===== src/rtl/lcd8080_pkg.sv =====
// Shared types and constants for the 8080-style LCD bus controller.
package lcd8080_pkg;

    typedef enum logic [2:0] {
        RST_LO,
        RST_WT,
        IDLE,
        WR_LO,
        WR_HI,
        RD_LO,
        RD_HI
    } lcd_state_e;

    localparam logic RS_CMD  = 1'b0;
    localparam logic RS_DATA = 1'b1;

    function automatic int max2(input int a, input int b);
        return (a > b) ? a : b;
    endfunction

    // Sizes the phase counter from the longest of the timing parameters.
    function automatic int max_timing(input int a, input int b, input int c,
                                      input int d, input int e, input int f);
        return max2(max2(max2(a, b), max2(c, d)), max2(e, f));
    endfunction

endpackage


===== src/rtl/lcd_phase_timer.sv =====
// Down-counter that times one bus phase: load (length-1), done when it reaches zero.
module lcd_phase_timer
    import lcd8080_pkg::*;
#(
    parameter int            CW      = 4,
    parameter logic [CW-1:0] RST_VAL = '0
) (
    input  logic          clk,
    input  logic          rst_n,
    input  logic          load,
    input  logic [CW-1:0] load_val,
    output logic          done
);

    logic [CW-1:0] cnt_q;
    logic [CW-1:0] cnt_d;

    always_comb begin
        cnt_d = cnt_q;
        if (load) begin
            cnt_d = load_val;
        end else if (cnt_q != '0) begin
            cnt_d = cnt_q - {{(CW-1){1'b0}}, 1'b1};
        end
    end

    // Reset value times the panel reset-low phase that starts at release.
    always_ff @(posedge clk or negedge rst_n) begin
        if (!rst_n) begin
            cnt_q <= RST_VAL;
        end else begin
            cnt_q <= cnt_d;
        end
    end

    assign done = (cnt_q == '0);

endmodule


===== src/rtl/lcd_bus8080.sv =====
// 8080-style parallel LCD bus master: panel reset sequence, burst writes, single reads.
module lcd_bus8080
    import lcd8080_pkg::*;
#(
    parameter int DW       = 16,
    parameter int WR_LOW   = 2,
    parameter int WR_HIGH  = 2,
    parameter int RD_LOW   = 4,
    parameter int RD_HIGH  = 4,
    parameter int RST_LOW  = 10,
    parameter int RST_WAIT = 20,
    parameter int REP_W    = 17
) (
    input  logic             clk,
    input  logic             rst_n,
    input  logic             cmd_valid,
    output logic             cmd_ready,
    input  logic             cmd_rs,
    input  logic             cmd_rd,
    input  logic [DW-1:0]    cmd_data,
    input  logic [REP_W-1:0] cmd_rep,
    output logic             rd_valid,
    output logic [DW-1:0]    rd_data,
    output logic             busy,
    output logic             init_done,
    output logic             lcd_cs_n,
    output logic             lcd_rs,
    output logic             lcd_wr_n,
    output logic             lcd_rd_n,
    output logic             lcd_rst_n,
    output logic [DW-1:0]    lcd_db_out,
    output logic             lcd_db_oe,
    input  logic [DW-1:0]    lcd_db_in
);

    localparam int MAXT = max_timing(WR_LOW, WR_HIGH, RD_LOW, RD_HIGH, RST_LOW, RST_WAIT);
    localparam int CW   = $clog2(MAXT) + 1;

    localparam logic [CW-1:0] LD_RST_LO = CW'(RST_LOW - 1);
    localparam logic [CW-1:0] LD_RST_WT = CW'(RST_WAIT - 1);
    localparam logic [CW-1:0] LD_WR_LO  = CW'(WR_LOW - 1);
    localparam logic [CW-1:0] LD_WR_HI  = CW'(WR_HIGH - 1);
    localparam logic [CW-1:0] LD_RD_LO  = CW'(RD_LOW - 1);
    localparam logic [CW-1:0] LD_RD_HI  = CW'(RD_HIGH - 1);

    lcd_state_e       state_q, state_d;
    logic [REP_W-1:0] rep_q, rep_d;
    logic [DW-1:0]    rd_data_q, rd_data_d;
    logic             rd_valid_q, rd_valid_d;
    logic             init_done_q, init_done_d;
    logic             lcd_cs_n_q, lcd_cs_n_d;
    logic             lcd_rs_q, lcd_rs_d;
    logic             lcd_wr_n_q, lcd_wr_n_d;
    logic             lcd_rd_n_q, lcd_rd_n_d;
    logic             lcd_rst_n_q, lcd_rst_n_d;
    logic [DW-1:0]    lcd_db_out_q, lcd_db_out_d;
    logic             lcd_db_oe_q, lcd_db_oe_d;

    logic             tmr_load;
    logic [CW-1:0]    tmr_val;
    logic             tmr_done;

    lcd_phase_timer #(
        .CW      (CW),
        .RST_VAL (LD_RST_LO)
    ) u_timer (
        .clk      (clk),
        .rst_n    (rst_n),
        .load     (tmr_load),
        .load_val (tmr_val),
        .done     (tmr_done)
    );

    always_comb begin
        state_d      = state_q;
        rep_d        = rep_q;
        rd_data_d    = rd_data_q;
        rd_valid_d   = 1'b0;
        lcd_rs_d     = lcd_rs_q;
        lcd_db_out_d = lcd_db_out_q;
        tmr_load     = 1'b0;
        tmr_val      = '0;

        case (state_q)
            RST_LO: begin
                if (tmr_done) begin
                    state_d  = RST_WT;
                    tmr_load = 1'b1;
                    tmr_val  = LD_RST_WT;
                end
            end
            RST_WT: begin
                if (tmr_done) begin
                    state_d = IDLE;
                end
            end
            IDLE: begin
                if (cmd_valid) begin
                    lcd_rs_d = cmd_rs;
                    tmr_load = 1'b1;
                    if (cmd_rd) begin
                        state_d = RD_LO;
                        tmr_val = LD_RD_LO;
                    end else begin
                        state_d      = WR_LO;
                        tmr_val      = LD_WR_LO;
                        lcd_db_out_d = cmd_data;
                        rep_d        = cmd_rep;
                    end
                end
            end
            WR_LO: begin
                if (tmr_done) begin
                    state_d  = WR_HI;
                    tmr_load = 1'b1;
                    tmr_val  = LD_WR_HI;
                end
            end
            WR_HI: begin
                // Remaining-beat count only decrements when nonzero, so all-ones cannot wrap.
                if (tmr_done) begin
                    if (rep_q != '0) begin
                        state_d  = WR_LO;
                        rep_d    = rep_q - {{(REP_W-1){1'b0}}, 1'b1};
                        tmr_load = 1'b1;
                        tmr_val  = LD_WR_LO;
                    end else begin
                        state_d = IDLE;
                    end
                end
            end
            RD_LO: begin
                if (tmr_done) begin
                    state_d    = RD_HI;
                    rd_data_d  = lcd_db_in;
                    rd_valid_d = 1'b1;
                    tmr_load   = 1'b1;
                    tmr_val    = LD_RD_HI;
                end
            end
            RD_HI: begin
                if (tmr_done) begin
                    state_d = IDLE;
                end
            end
            default: begin
                state_d  = RST_LO;
                tmr_load = 1'b1;
                tmr_val  = LD_RST_LO;
            end
        endcase

        // Bus strobes are decoded from the next state so they register in step with it.
        lcd_rst_n_d = (state_d != RST_LO);
        lcd_cs_n_d  = !(state_d inside {WR_LO, WR_HI, RD_LO, RD_HI});
        lcd_wr_n_d  = (state_d != WR_LO);
        lcd_rd_n_d  = (state_d != RD_LO);
        lcd_db_oe_d = (state_d inside {WR_LO, WR_HI});
        init_done_d = init_done_q | (state_d == IDLE);
    end

    always_ff @(posedge clk or negedge rst_n) begin
        if (!rst_n) begin
            state_q      <= RST_LO;
            rep_q        <= '0;
            rd_data_q    <= '0;
            rd_valid_q   <= 1'b0;
            init_done_q  <= 1'b0;
            lcd_cs_n_q   <= 1'b1;
            lcd_rs_q     <= RS_CMD;
            lcd_wr_n_q   <= 1'b1;
            lcd_rd_n_q   <= 1'b1;
            lcd_rst_n_q  <= 1'b0;
            lcd_db_out_q <= '0;
            lcd_db_oe_q  <= 1'b0;
        end else begin
            state_q      <= state_d;
            rep_q        <= rep_d;
            rd_data_q    <= rd_data_d;
            rd_valid_q   <= rd_valid_d;
            init_done_q  <= init_done_d;
            lcd_cs_n_q   <= lcd_cs_n_d;
            lcd_rs_q     <= lcd_rs_d;
            lcd_wr_n_q   <= lcd_wr_n_d;
            lcd_rd_n_q   <= lcd_rd_n_d;
            lcd_rst_n_q  <= lcd_rst_n_d;
            lcd_db_out_q <= lcd_db_out_d;
            lcd_db_oe_q  <= lcd_db_oe_d;
        end
    end

    assign cmd_ready  = (state_q == IDLE);
    assign busy       = (state_q != IDLE);
    assign rd_valid   = rd_valid_q;
    assign rd_data    = rd_data_q;
    assign init_done  = init_done_q;
    assign lcd_cs_n   = lcd_cs_n_q;
    assign lcd_rs     = lcd_rs_q;
    assign lcd_wr_n   = lcd_wr_n_q;
    assign lcd_rd_n   = lcd_rd_n_q;
    assign lcd_rst_n  = lcd_rst_n_q;
    assign lcd_db_out = lcd_db_out_q;
    assign lcd_db_oe  = lcd_db_oe_q;

endmodule


===== config.mk =====
export PLATFORM = sky130hd
export DESIGN_NAME = lcd_bus8080
export DESIGN_NICKNAME = d
export VERILOG_FILES = /design/src/rtl/lcd8080_pkg.sv /design/src/rtl/lcd_phase_timer.sv /design/src/rtl/lcd_bus8080.sv
export SDC_FILE = /design/constraint.sdc
export NUM_CORES = 1
export LEC_CHECK = 0
export BUFFER_PORTS_ARGS = -buffer_cell sky130_fd_sc_hd__buf_2
export CORE_MARGIN = 5
export CORE_UTILIZATION = 55
export CTS_BUF_LIST = sky130_fd_sc_hd__clkbuf_16
export CTS_CLUSTER_DIAMETER = 60
export CTS_CLUSTER_SIZE = 40
export DETAILED_ROUTE_END_ITERATION = 8
export GPL_TIMING_DRIVEN = 0
export HOLD_SLACK_MARGIN = 0.15
export PLACE_DENSITY = 0.9
export SLEW_MARGIN = 20
export SYNTH_ARGS = -nofsm -noshare
export SYNTH_HDL_FRONTEND = slang
export SYNTH_SLANG_ARGS = --single-unit

===== constraint.sdc =====
create_clock -name clk -period 7.2 [get_ports clk]
set_clock_uncertainty 0.2 [all_clocks]
set_input_delay 0.72 -clock clk [delete_from_list [all_inputs] [get_ports clk]]
set_output_delay 0.72 -clock clk [all_outputs]
set_load 0.02 [all_outputs]

==> metrics, run 1 <==
status finished clean; critical path's slowest cell nor3_1; setup bufs post-CTS 0; crit path cell chain nor3_1 -> and2_1 -> clkbuf_1 -> o211ai_2 -> o21a_1 -> a2111oi_0; worst-path maximum fanout 10; total power 1.53 mW; Worst VDD drop 0.000228 V; vias in the first global route 2954; commonest non-fill, non-tap cell in the layout buf_2; drt via density 5.77; Yosys warning total 0; Power Density 371 mW/mm^2; final setup violation count 0; worst-margin pin slew 0.727 ns; clock buffer count from CTS 9; crit end category register; CP max stage delay 0.51 ns; WS Path Type reg -> reg; DRT iter0 DRCs 278; GPL Wtd Cong 0.871; Mapped Area 0.00325 mm^2; Clock Path Buffers 2; # diodes 0; flop2flop setup slack 4.21 ns; site row count 28; final-report max-slew violation count 0; dpl hpwl 5900 um; htree depth 3; TritonCTS clock tree done; Final Cycle Share 0.415; Initial Utilization 0.559; total grt overflow 0; P_leak 2.04 nW; Remaining DRCs 0; Design Area, Final 0.00413 mm^2; antenna-violating nets left 0; via count 3008; cell family with most CP delay compound AO/OA/AOI/OAI gates; Die Wd 86.9 um; chip height 86.9 um; setup_tns 0 ns; CP Data Arrival Time 2.97 ns; nets@finish 498; Port Buf Inserts 95; num ports 96; Worst Path Buf+Inv 1; EDFF count, synth 0; post-synthesis sequential element count 66; Hold Crit Class reg -> reg; Syn-to-layout area delta 27.1%; routed len/inst 16.4 um; first-pass GRT wire length 13800 um; RSZ-0062 raised after global routing false; Cell variety after synth 52; Finished Core Util 0.710; layout cells sized above 1 0.327; clock latency at the later pin of the worst-skew pair 0.33 ns; clock sink count 66; syn avg cell area 9.76 um^2; root buffer cell clkbuf_16; FFs w/ async S/R, synth 1.00; full die area 0.00755 mm^2; syn nets 390; fmax 0.335 GHz; most frequent cells in the layout buf_2 (94), nand2_1 (64), dfrtp_1 (61), nor2_1 (28), a21oi_1 (18); fin crit period 2.99 ns; fillers 437; largest net degree at the start of global routing 48; CP required 7.18 ns; post-synthesis sequential area ratio 0.510; Post-DP Area 0.00385 mm^2; final wirelength 8520 um; endpoints failing hold 0; GR Util All Layers 0.237; Core ar. 0.00582 mm^2; Initial DRT Pass Iterations 8; Max-Cap Viols 0; clock slew at reported path FFs 0.06 ns; initial antenna violation count 0; Mapped Cells 333; Startpoint Class register; Top FF cell, synth dfrtp_1; Slew headroom 0.514
## worst min-delay path, cell delays in order, from the launching register on
cell,delay [ns]
dfrtp_1,0.33
inv_1,0.05
o41ai_2,0.04
## cell usage after synthesis, drive strengths merged, types with 3 or more instances
cell,number,area (um^2)
o21ai,11,55.1
nor2,29,116
nor2b,4,25.0
nor3,7,35.0
a21oi,18,90.1
dfstp,5,131
or4,4,37.5
o211ai,3,27.5
clkbuf,16,60.1
mux2,17,191
or2,4,25.0
a2bb2oi,5,43.8
o21a,3,22.5
nand3,3,15.0
a31oi,13,81.3
ha,3,37.5
and2,4,25.0
o22a,11,96.3
dfrtp,61,1530
nand2,64,240
nor4,4,25.0
inv,9,33.8
## state kept, by name, summed over array words and instances, names as in the netlist
register,cells
rep_q,17
lcd_db_out,16
rd_data,16
u_timer.cnt_q,6
state_q,3
init_done,1
lcd_cs_n,1
lcd_db_oe,1
lcd_rd_n,1
lcd_rs,1
lcd_rst_n,1
lcd_wr_n,1
rd_valid,1
## metrics by stage
stage	hold slack (ns)	worst slack [ns]	instances
detailed placement	0.244	4.39	504
CTS	0.260	4.31	521
global route	0.296	3.97	521
global placement	0.242	4.41	503
finish	0.254	4.21	521
floorplan	0.224	4.52	333
## power by group
group | switching (mW) | internal [mW] | total [mW]
Sequential | 0.110 | 0.520 | 0.630
Combinational | 0.306 | 0.202 | 0.509
Clock | 0.161 | 0.232 | 0.393
Total | 0.578 | 0.954 | 1.53
## final cells by class
class	instances	area, um^2	share of cell area
multi-input combinational	240	1480	0.359
inverter	9	33.8	0.00818
tap	75	93.8	0.0227
sequential	66	1660	0.401
buffer	18	75.1	0.0182
timing repair buffer	97	515	0.125
clock buffer	9	225	0.0545
clock inverter	7	47.5	0.0115
## cells by family (layout without fill, tap and decap cells)
family,after synthesis,after routing,share of synthesized area
multiplexers,19,19,0.0651
flip-flops,66,66,0.510
buffers and inverters,27,140,0.0335
adder cells (fa/ha/maj),4,4,0.0146
AND/OR/NAND/NOR,135,135,0.196
XOR/XNOR,2,2,0.00539
AO/OA/AOI/OAI,80,80,0.175
## path summary, 6_finish.rpt
check	start	endpoint	depth (start not counted)
max in group asynchronous	rst_n	u_timer.cnt_q[3]$_DFFE_PN1P_	3
min	init_done$_DFF_PN0_	init_done$_DFF_PN0_	2
min in group asynchronous	rst_n	lcd_rst_n$_DFF_PN0_	2
max reg2reg	u_timer.cnt_q[2]$_DFFE_PN0P_	u_timer.cnt_q[3]$_DFFE_PN1P_	6
min reg2reg	init_done$_DFF_PN0_	init_done$_DFF_PN0_	2
max	u_timer.cnt_q[2]$_DFFE_PN0P_	u_timer.cnt_q[3]$_DFFE_PN1P_	6
## what timing repair did
action                    CTS  global route
hold buffers                1             0
gates resized for setup     0             0
hold endpoints to repair   16             0
## routing by layer
layer	share of wire	track usage	up-vias	routed length [um]
met5	0	0	-	0
met4	0.028	0.129	0	240
met3	0.081	0.0587	27	690
met2	0.49	0.381	173	4220
met1	0.40	0.293	1408	3380
li1	-	-	1400	-
Power figures use the tool's default switching activity.
==> run 2, diff against run 1 <==
--- a/config.mk
+++ b/config.mk
@@ -7,14 +7,14 @@
 export LEC_CHECK = 0
 export BUFFER_PORTS_ARGS = -buffer_cell sky130_fd_sc_hd__buf_2
 export CORE_MARGIN = 5
-export CORE_UTILIZATION = 55
+export CORE_UTILIZATION = 52
 export CTS_BUF_LIST = sky130_fd_sc_hd__clkbuf_16
 export CTS_CLUSTER_DIAMETER = 60
 export CTS_CLUSTER_SIZE = 40
 export DETAILED_ROUTE_END_ITERATION = 8
 export GPL_TIMING_DRIVEN = 0
 export HOLD_SLACK_MARGIN = 0.15
-export PLACE_DENSITY = 0.9
+export PLACE_DENSITY = 0.86
 export SLEW_MARGIN = 20
 export SYNTH_ARGS = -nofsm -noshare
 export SYNTH_HDL_FRONTEND = slang
==> constraint.sdc (replaced) <==
create_clock -name clk -period 2.8 [get_ports clk]
set_clock_uncertainty 0.2 [all_clocks]
set_input_delay 0.28 -clock clk [delete_from_list [all_inputs] [get_ports clk]]
set_output_delay 0.28 -clock clk [all_outputs]
set_load 0.02 [all_outputs]
==> run 2 against run 1 <==
Effect of this change: die area rose by 5.1%; clock-buffer cell count unchanged; routed wire length rose by 13%; core utilization is 6.6 points higher; critical path type unchanged; highest routed layer unchanged.
==> metrics, run 2 (synthesis gave the netlist of run 1 again) <==
status finished clean; fin crit period 2.71 ns; TritonCTS clock tree done; Max-Cap Viols 0; clock slew at reported path FFs 0.06 ns; Initial DRT Pass Iterations 5; antenna-violating nets left 0; worst hold slack 0.148 ns; clock sink count 66; full die area 0.00793 mm^2; htree depth 3; Clock Path Buffers 2; worst-path maximum fanout 10; chip height 89.1 um; FF-to-FF path depth 6; WS Path Type reg -> reg; worst-margin pin slew 0.561 ns; final setup violation count 0; endpoints failing hold 0; Die Wd 89.1 um; Final WS setup 0.0903 ns; routed len/inst 17.0 um; # diodes 0; Core ar. 0.00599 mm^2; Syn-to-layout area delta 43.2%; Top reg by flops rep_q; root buffer cell clkbuf_16; DRT iter0 DRCs 307; fillers 356; first-pass GRT wire length 15400 um; Slew headroom 0.626; pre-CTS setup slack -0.0218 ns; site row count 28; Largest register FFs 17; final-report max-slew violation count 0; clock buffer count from CTS 9; CP required 2.79 ns; FF-to-FF Start rep_q[10]$_DFFE_PN0P_; flop2flop setup slack 0.09 ns; Hold Crit Class in -> reg; GPL Wtd Cong 0.886; largest net degree at the start of global routing 35; Startpoint Class register; Setup crit start rep_q[10]$_DFFE_PN0P_; layout cells sized above 1 0.324; vias in the first global route 3218; most frequent cells in the layout buf_2 (94), nand2_1 (64), dfrtp_1 (60), dlygate4sd3_1 (42), nor2_1 (27); num ports 96; cell depth of the worst hold path 4; CP Data Arrival Time 2.70 ns; Initial Utilization 0.542; P_leak 2.25 nW; Power Density 905 mW/mm^2; commonest non-fill, non-tap cell in the layout buf_2; area of the multi-input gates 0.00152 mm^2; Remaining DRCs 0; drt via density 5.70; clock latency at the later pin of the worst-skew pair 0.33 ns; GR Util All Layers 0.254; FF+latch area 0.00166 mm^2; Setup crit end rep_q[5]$_DFFE_PN0P_; RSZ-0062 raised after global routing false; crit end category register; total grt overflow 0; Final Cycle Share 0.968; nets@finish 542; dpl hpwl 6080 um; fmax 0.369 GHz; Port Buf Inserts 95; Worst VDD drop 0.000594 V; Worst R2R End rep_q[5]$_DFFE_PN0P_; final wirelength 9610 um; initial antenna violation count 0; via count 3221
-- run 2: layout make-up --
type	instances	area share
Buffer	17	0.0161
Tap cell	75	0.0202
Clock buffer	9	0.0484
Timing Repair Buffer	142	0.204
Multi-Input combinational cell	240	0.326
Sequential cell	66	0.357
Inverter	9	0.00726
Clock inverter	7	0.0218
-- run 2: timing repair --
item                                   in CTS  in global routing
setup endpoints to repair                   6                 37
setup buffers                               2                  2
endpoints found under the hold margin     106                  0
gates cloned                                0                  0
pin swaps                                   1                  2
gates resized for setup                     1                 12
hold buffers                               42                  0
-- run 2: worst min path at each step --
stage / start / end
after global routing: cmd_rd / lcd_db_out[1]$_DFFE_PN0P_
final: cmd_rd / lcd_db_out[1]$_DFFE_PN0P_
after global placement: init_done$_DFF_PN0_ / init_done$_DFF_PN0_
after floorplan: rst_n / init_done$_DFF_PN0_
after CTS: cmd_rep[6] / rep_q[6]$_DFFE_PN0P_
after detailed placement: rst_n / init_done$_DFF_PN0_
-- run 2: through the flow --
step | util | std cells | cell area, um^2 | power, mW | setup TNS (ns)
6_report | 0.777 | 565 | 4650 | 4.21 | 0
5_1_grt | 0.777 | 565 | 4650 | 4.46 | 0
4_1_cts | 0.769 | 563 | 4610 | 4.19 | 0
3_5_place_dp | 0.641 | 504 | 3840 | 2.90 | -0.0582
3_3_place_gp | 0.637 | 503 | 3820 | 2.82 | -0.0282
2_1_floorplan | - | 333 | 3250 | 2.44 | 0
-- run 2: per-layer routing --
metal / track usage / vias to the layer above / routed length, um
met5: 0 / - / 0
met4: 0.111 / 0 / 235
met3: 0.0535 / 24 / 875
met2: 0.430 / 169 / 4800
met1: 0.315 / 1535 / 3700
li1: - / 1493 / -
-- run 2: worst max-delay path, cell delays in order (launching register included) --
cell	delay, ns
dfrtp_2	0.45
or4_4	0.57
or4_4	0.55
o211a_1	0.31
nor2_4	0.15
buf_4	0.21
o211ai_1	0.13
-- run 2: where the power goes --
group	total, mW	internal [mW]	switching (mW)
Clock	1.22	0.785	0.437
Sequential	1.63	1.34	0.293
Combinational	1.36	0.563	0.798
Total	4.21	2.68	1.53
==> run 3, diff against run 2 <==
==> constraint.sdc (replaced) <==
create_clock -name clk -period 2.8 [get_ports clk]
set_clock_uncertainty 0.2 [all_clocks]
set_input_delay 0.56 -clock clk [delete_from_list [all_inputs] [get_ports clk]]
set_output_delay 0.56 -clock clk [all_outputs]
set_load 0.02 [all_outputs]
==> run 3 against run 2 <==
Effect of this change: sequential power is essentially flat; global-route usage shrank 2.9 points; non-clock buffer count is 41 lower; cell area decreased by 8.8%; first-iteration DRC count is 24% lower; final cell count fell by 7.3%; worst hold slack better by 0.070 ns; clock power barely moved; clock-buffer cell count unchanged; critical path type unchanged; critical endpoint is now lcd_rst_n$_DFF_PN0_; via count is 6.6% lower; register-to-register slack hardly changed; maximum frequency is 0.45% higher.
==> metrics, run 3 (synthesis gave the netlist of run 1 again) <==
full die area 0.00793 mm^2; clock latency at the later pin of the worst-skew pair 0.32 ns; Clock Path Buffers 2; layout cells sized above 1 0.352; Finished Core Util 0.708; worst-margin pin slew 0.557 ns; Hold Crit Class in -> reg; Core ar. 0.00599 mm^2; final setup violation count 0; Slew headroom 0.629; clock slew at reported path FFs 0.06 ns; Die Wd 89.1 um; crit end category register; nets@finish 501; area of the multi-input gates 0.00152 mm^2; Syn-to-layout area delta 30.5%; total grt overflow 0; Largest register FFs 17; site row count 28; commonest non-fill, non-tap cell in the layout buf_2; FF+latch area 0.00166 mm^2; RSZ-0062 raised after global routing false; # diodes 0; status finished clean; fmax 0.371 GHz; Top reg by flops rep_q; clock sink count 66; clock buffer count from CTS 9; worst-path maximum fanout 7; antenna-violating nets left 0; GPL Wtd Cong 0.886; via count 3009; DRT iter0 DRCs 232; dpl hpwl 6080 um; Remaining DRCs 0; Startpoint Class register; vias in the first global route 2995; CP required 2.80 ns; htree depth 3; total power 4.14 mW; num ports 96; WS Path Type reg -> reg; endpoints failing hold 0; final wirelength 8540 um; Max-Cap Viols 0; initial antenna violation count 0; routed len/inst 16.3 um; root buffer cell clkbuf_16; P_leak 2.08 nW; Worst VDD drop 0.000610 V; CP Data Arrival Time 2.70 ns; TritonCTS clock tree done; Initial Utilization 0.542; Port Buf Inserts 95; final-report max-slew violation count 0; most frequent cells in the layout buf_2 (94), nand2_1 (64), dfrtp_1 (60), nor2_1 (27), a21oi_1 (18); GR Util All Layers 0.225; Initial DRT Pass Iterations 5; chip height 89.1 um; fillers 434; Final Cycle Share 0.963; first-pass GRT wire length 13800 um; largest net degree at the start of global routing 35; fin crit period 2.70 ns; drt via density 5.74; Power Density 975 mW/mm^2
## run 3: worst paths after layout
path,slack (ns),cells after the start,startpoint,end
max in group asynchronous,1.30,3,rst_n,lcd_cs_n$_DFF_PN1_
setup reg to reg,0.10,5,rep_q[10]$_DFFE_PN0P_,lcd_rst_n$_DFF_PN0_
hold / removal,0.22,3,cmd_data[7],lcd_db_out[7]$_DFFE_PN0P_
setup / recovery,0.10,5,rep_q[10]$_DFFE_PN0P_,lcd_rst_n$_DFF_PN0_
hold reg to reg,0.26,2,init_done$_DFF_PN0_,init_done$_DFF_PN0_
min in group asynchronous,0.52,2,rst_n,rd_valid$_DFF_PN0_
## run 3: final cells by class
cell class,count,area share
well taps,75,0.0221
repair buffers,101,0.127
clock inverters,7,0.0239
inverters,9,0.00796
clock buffers,9,0.0531
flip-flops and latches,66,0.391
multi-input cells,240,0.358
plain buffers,17,0.0174
## run 3: worst max-delay path, stage by stage (launching register included)
cell and delay (ns):
dfrtp_2 0.45, or4_4 0.57, or4_4 0.55, nor4b_4 0.28, a211oi_2 0.12, or3_1 0.40
## run 3: per-layer routing
metal	routed length, um	vias to the layer above	track usage
met5	0	-	0
met4	136	0	0.0907
met3	682	13	0.0479
met2	4180	138	0.364
met1	3540	1449	0.297
li1	-	1409	-
## run 3: report_power, final
part           switching, mW  internal [mW]  leakage [nW]
Combinational          0.772          0.523          1.11
Sequential             0.287           1.34         0.818
Clock                  0.432          0.785         0.152
Total                   1.49           2.65          2.08
## run 3: stage by stage
stage | cells | setup slack (ns) | instance area (um^2) | hold WS, ns | setup TNS [ns]
global route | 524 | 0.0362 | 4240 | 0.229 | 0
global placement | 503 | -0.0122 | 3820 | 0.245 | -0.0282
finish | 524 | 0.103 | 4240 | 0.219 | 0
floorplan | 333 | 0.120 | 3250 | 0.0644 | 0
CTS | 522 | 0.0384 | 4200 | 0.217 | 0
detailed placement | 504 | -0.0218 | 3840 | 0.247 | -0.0582
## run 3: repair_timing
action / in CTS / in global routing
hold endpoints to repair: 28 / 0
endpoints found under the setup margin: 6 / 37
gates resized for setup: 1 / 10
setup buffers: 2 / 2
pin swaps: 1 / 2
cloned: 0 / 0
hold buffers: 1 / 0
